## src/rtl/regfile_wb_sink.sv

```systemverilog
// Integer register file at the writeback sink, with a per-register busy scoreboard and commit counter.
// Optional REGFILE_BYPASS_EN macro forwards the same-cycle writeback to both read ports.
module regfile_wb_sink #(
  parameter int unsigned     XLEN      = 32,
  parameter int unsigned     NREG      = 32,
  parameter logic [XLEN-1:0] RESET_VAL = '0
) (
  input  logic            clk,
  input  logic            rst,
  input  logic            write_en,
  input  logic [4:0]      write_reg,
  input  logic [XLEN-1:0] write_data,
  input  logic [4:0]      rs1_addr,
  input  logic [4:0]      rs2_addr,
  output logic [XLEN-1:0] rs1_data,
  output logic [XLEN-1:0] rs2_data,
  input  logic            issue_en,
  input  logic [4:0]      issue_rd,
  output logic            rs1_busy,
  output logic            rs2_busy,
  output logic [31:0]     wb_count
);

  logic [XLEN-1:0] regs_q [NREG];
  logic [NREG-1:0] busy_q, busy_d;
  logic [31:0]     cnt_q, cnt_d;
  logic            wr_acc, iss_acc;

  assign wr_acc  = write_en && (write_reg != 5'd0);
  assign iss_acc = issue_en && (issue_rd != 5'd0);

  // A new issue wins over a retiring commit to the same register.
  always_comb begin
    busy_d = busy_q;
    if (wr_acc)  busy_d[write_reg] = 1'b0;
    if (iss_acc) busy_d[issue_rd]  = 1'b1;
    busy_d[0] = 1'b0;
    cnt_d = wr_acc ? cnt_q + 32'd1 : cnt_q;
  end

  always_ff @(posedge clk) begin
    if (!rst) begin
      for (int i = 0; i < int'(NREG); i++) regs_q[i] <= (i == 0) ? '0 : RESET_VAL;
      busy_q <= '0;
      cnt_q  <= '0;
    end else begin
      if (wr_acc) regs_q[write_reg] <= write_data;
      busy_q <= busy_d;
      cnt_q  <= cnt_d;
    end
  end

  function automatic logic [XLEN-1:0] rd_data(input logic [4:0] a);
    logic [XLEN-1:0] v;
    v = (a == 5'd0) ? '0 : regs_q[a];
`ifdef REGFILE_BYPASS_EN
    if (wr_acc && (write_reg == a)) v = write_data;
`endif
    if (!rst) v = '0;
    return v;
  endfunction

  function automatic logic rd_busy(input logic [4:0] a);
    logic b;
    b = busy_q[a];
`ifdef REGFILE_BYPASS_EN
    if (wr_acc && (write_reg == a)) b = iss_acc && (issue_rd == a);
`endif
    if (!rst) b = 1'b0;
    return b;
  endfunction

  always_comb begin
    rs1_data = rd_data(rs1_addr);
    rs2_data = rd_data(rs2_addr);
    rs1_busy = rd_busy(rs1_addr);
    rs2_busy = rd_busy(rs2_addr);
  end

  assign wb_count = cnt_q;

endmodule

```

## config.mk

```make
export PLATFORM = sky130hd
export DESIGN_NAME = regfile_wb_sink
export DESIGN_NICKNAME = d
export VERILOG_FILES = /design/src/rtl/regfile_wb_sink.sv
export SDC_FILE = /design/constraint.sdc
export NUM_CORES = 2
export LEC_CHECK = 0
export ABC_AREA = 1
export CAP_MARGIN = 20
export CORE_MARGIN = 4
export CORE_UTILIZATION = 30
export DETAILED_ROUTE_END_ITERATION = 10
export DONT_BUFFER_PORTS = 1
export SYNTH_ARGS = -nofsm -noshare
export SYNTH_HDL_FRONTEND = slang
export SYNTH_SLANG_ARGS = --single-unit
```

## constraint.sdc

```tcl
create_clock -name clk -period 5.7 [get_ports clk]
set_input_delay 0.285 -clock clk [delete_from_list [all_inputs] [get_ports clk]]
set_output_delay 0.285 -clock clk [all_outputs]
set_load 0.005 [all_outputs]
```

Word level (Yosys, flattened, before mapping)

Memory sizes are Yosys's and may differ from the RTL's.
Index checks and enable logic that the tools add are counted.

Bits in registers: 64
Memory bits (writable): 1024
Bits of input ports: 56
Output and inout bits: 98
Word-level logic and storage cells: 46
Memories: 1

Add/subtract/negate cells: 1
Magnitude comparators: 6
Mux-type cells: 23
Bitwise logic cells: 3
Reduce and logical (&&, ||, !) cells: 9

Memory list:

| name   | words | bits a word | rd ports | clocked after Yosys merged registers in | wr ports | RTL line | text |
|---|---|---|---|---|---|---|---|
| regs_q | 32    | 32          | 2        | 0                                       | 32       | 24       | `logic [XLEN-1:0] regs_q [NREG];` |

Operators with widths:

| operator                                             | number |
|---|---|
| 2-to-1 mux 32 bit                                    | 7 |
| adder 32 x 1 -> 32 bit (second input constant)       | 1 |
| AND 32 bit                                           | 1 |
| inverter 32 bit                                      | 1 |
| bitwise OR 32 bit                                    | 1 |
| OR reduction 32 bit                                  | 1 |
| < comparator 5 x 6 -> 1 bit (second input constant)  | 4 |
| 2-to-1 mux 1 bit                                     | 11 |
| binary-select mux 1 bit (select 5 bit)               | 2 |
| demux 1 bit (select 5 bit)                           | 2 |
| >= comparator 5 x 1 -> 1 bit (second input constant) | 2 |
| logical NOT 5 bit                                    | 2 |
| nonzero test 5 bit                                   | 2 |
| 2-to-1 mux 5 bit                                     | 1 |
| logical AND 1 bit                                    | 4 |

Longest topological paths before layout

Word-level depth: 9
Mapped depth: 12
Gate-level depth less buffers: 10

Worst setup path before layout

OpenSTA, ideal clock, no wires.

Kind: input to register
Start: input port write_reg[1]
End: memory regs_q[3][0] (enable)
Library setup time: 0.468 ns
Arrival: 3.112 ns
Data required time: 5.232 ns
Setup slack: 2.120 ns
Cell stages on the path: 4
Buffers on the path: 0
Cell sequence: inv_1 nor3_2 inv_1 o21ai_0

RTL lines:

| element            | RTL line | text |
|---|---|---|
| start: declaration | 11       | `input logic [4:0] write_reg,` |
| end: declaration   | 24       |  |

Final worst setup path

Start: input port rs1_addr[0]
End: output port rs1_data[11]

Longest elaborated chain between the ends: 3
Elaborated cells on any way between the ends: 4
Those cells by class: mux: 2; reduce/logical: 1; memory: 1

RTL lines:

| element                                                          | RTL line | text |
|---|---|---|
| start: declaration                                               | 13       | `input logic [4:0] rs1_addr,` |
| memory (32 x 32 bit) / logical NOT 5 bit (equally long branches) | n/a      |  |
| 2-to-1 mux 32 bit (*)                                            | 55       | `v = (a == 5'd0) ? '0 : regs_q[a];` |
| 2-to-1 mux 32 bit (*)                                            | 59       | `if (!rst) v = '0;` |
| end: declaration                                                 | 15       | `output logic [XLEN-1:0] rs1_data,` |

Every way passes the cells marked *; elsewhere a longest branch is shown, timed or not.

==> reports/results.txt <==
Status - finished, violations left
Failing checks - max-slew violations
Pin count of the biggest net entering global routing - 433
CP max stage delay - 0.98 ns
# IOs - 154
Crit-path most repeated cell - nand2_1
Synth top area cells - edfxtp_1, nand2_1, nand3_1, nor2_1, inv_1
Hold Crit Class - primary input to flop
Grt total ovfl - 0
Post-synthesis simple-gate area fraction - 34.1%
CTS sink cnt - 1087
Wire length on met1 - 93.1 mm
Setup bufs post-CTS - 0
#FFs+latches synth - 1087
Final min period - 4.14 ns
Largest family of logic cells by synthesized area - simple AND/OR/NAND/NOR gates
Worst EP arrival - 3.85 ns
Leading area contributor after synthesis - edfxtp_1
Die width - 455 um
CTS clk-pin slew, worst paths - 0.06 ns
Gr usage total - 23.7%
Drt drc - 0
Die footprint - 0.207 sq mm
Yosys warns - 0
Synth top cells by count - nand2_1, nor2_1, nand3_1
Clk_lat worst skew - 0.75 ns
Setup CP Type - primary input to output pin
H-tree levels - 3
Post-synth cell types - 29
# rows - 163
Cell with the most instances after synthesis - nand2_1
Static Leak - 27.6 nW
Drt total wl - 255 mm
Avg Vias per Cell - 5.57
Multiplexer share of the synthesized area - 0%
Slew Viols, Final - 128
Root Driver - clkbuf_16
Routed length on met2 - 111 mm
Startpoint types - primary input
Vias in the first global route - 53760
Share of the synthesized area in the top cell type - 51.2%
ANT nets after route - 0
Worst Hold Slack - 0.0559 ns
WL per Instance - 24.9 um
Initial Utilization - 30.3%
Crit end category - output pin
CTS tree - built
Highest metal layer with signal wires - met5
First-pass GRT wire length - 364 mm
Critical path cell sequence - inv_8, buf_4, nand2_1, nand2_1, nand2_1, nand3_1, nand3_1, nand3_1, nand2_1, nor2_1
P per Cell Area - 289 mW/mm^2
Starting DRT DRC Count - 8879
Layout cells sized above 1 - 4.98%
Core area - 0.198 sq mm
Max IR drop VDD - 0.000266 V
Post-Synthesis Cells - 7832
Skew final - 0.0169 ns
Setup violations, final - 0
F_max - 0.242 GHz
Mapped cell area - 0.0600 sq mm
Setup repair after global routing missed its margin - no
Met3 wire length - 34.4 mm
Number of port buffers - 0
Area added between synthesis and finish - 11.1%
Synth Area in Compound Gates - 4.39%
Fin nets - 7571
Max Cap Violations - 0
Clock tree buffer depth - 3
Adder-Cell Fraction of Synth Area - 0.0208%
Critical path required time - 5.41 ns
Avg Inst Size Synth - 7.67 sq um
Sequential area share after synthesis - 53.3%
Worst Max-Slew Pin Slew - 1.78 ns
Asr flop ratio synth - 0%
Hold Fails Final Rpt - 0
Post-Place Setup Slack - 1.58 ns
Drt pass-1 iters - 8
Number of CTS-inserted buffers - 114
RD Place Congestion - 0.870
HPWL after DPL - 135 mm
Worst slew margin relative to its limit - -18.5%
Period utilization - 72.6%
Synth Flop Type - edfxtp_1
Slowest-stage cell, CP - inv_8
Initial antenna violation count - 10
Vias - 57170
TNS Setup - 0 ns
Xor/xnor share of the synthesized area - 0.0438%
Die Ht - 455 um
Fillers - 20483
Post-synth EDFFs - 1024
Post-route setup slack - 1.56 ns
Crit path max fanout - 432
## flip-flops by register name (all words and copies together) (netlist names)
name	count
wb_count	32
busy_q	31
regs_q	1024
## metrics by stage
step	total power [mW]	util, %	instance area [sq um]	std cells
global placement	11.6	31.3	62100	9985
global route	19.8	33.6	66700	10256
finish	19.3	33.7	66700	10260
CTS	19.2	33.4	66200	10227
detailed placement	11.6	31.4	62200	9989
floorplan	11.0	-	60200	7863
## per-layer routing
layer | GRT usage, % | vias up
met5 | 0 | -
li1 | - | 24755
met1 | 30.2 | 27024
met4 | 14.1 | 6
met3 | 5.70 | 963
met2 | 36.5 | 4422
## layout make-up
type                       instances  area [sq um]  area share (%)
clock buffer                     132          3030            4.55
clock inverter                    82           711            1.07
tap                             2640          3300            4.95
multi-input combinational       5513         23500            35.2
inverter                         647          2460            3.69
timing repair buffer             151          1670            2.50
antenna                            8          20.0          0.0300
sequential                      1087         32000            48.0
## cells in the final DEF, fill, tap and decap left out, drive strengths merged
cell         netlist  final
o21a               7      7
nand3           1177   1177
a21oi            276    276
nor3              19     19
clkinvlp           0      8
dlygate4sd3        0     33
dfxtp             63     63
buf              237    118
edfxtp          1024   1024
nand4             91     91
inv              644    647
bufinv             0     10
nor3b              1      1
or2                2      2
diode              0      8
clkinv             3     64
ha                 1      1
o21bai             2      2
o211ai            33     33
xor2               3      3
nor2            1382   1382
clkbuf           379    132
nand2           2301   2301
conb               1     32
nor4               1      1
o21ai            166    166
o22ai             17     17
and2               2      2
## critical path: cells and delay by family
kind,cells,cell delay [ns]
buf+inv,2,1.65
simple gates,8,1.26
## cell families (layout without fill, tap and decap cells)
logic type | count (synthesis) | after routing
and+or+nand+nor | 4976 | 4976
AOI/OAI and AO/OA | 501 | 501
adders and majority gates | 1 | 1
buffers and inverters | 1263 | 1012
other | 1 | 40
DFF | 1087 | 1087
xor gates and xnor gates | 3 | 3
## report_power, final
group	switching, mW	internal, mW	total [mW]
Combinational	1.66	0.598	2.26
Sequential	0.178	9.14	9.32
Clock	3.43	4.26	7.69
## final timing paths
check                                endpoint           start  slack [ns]  cells after the start
worst max-delay path             rs1_data[11]     rs1_addr[0]        1.56                     10
worst min-delay path            regs_q[1][23]  write_data[23]        0.06                      3
worst max register to register   wb_count[25]     wb_count[0]        3.48                      9
worst min register to register     busy_q[13]      busy_q[13]        0.49                      2
## timing repair
item / in CTS / in global routing
hold buffers: 24 / 10
gates resized for setup: 0 / 0
hold endpoints to repair: 51 / 72
No activity file was read; power rests on OpenSTA's default activity.
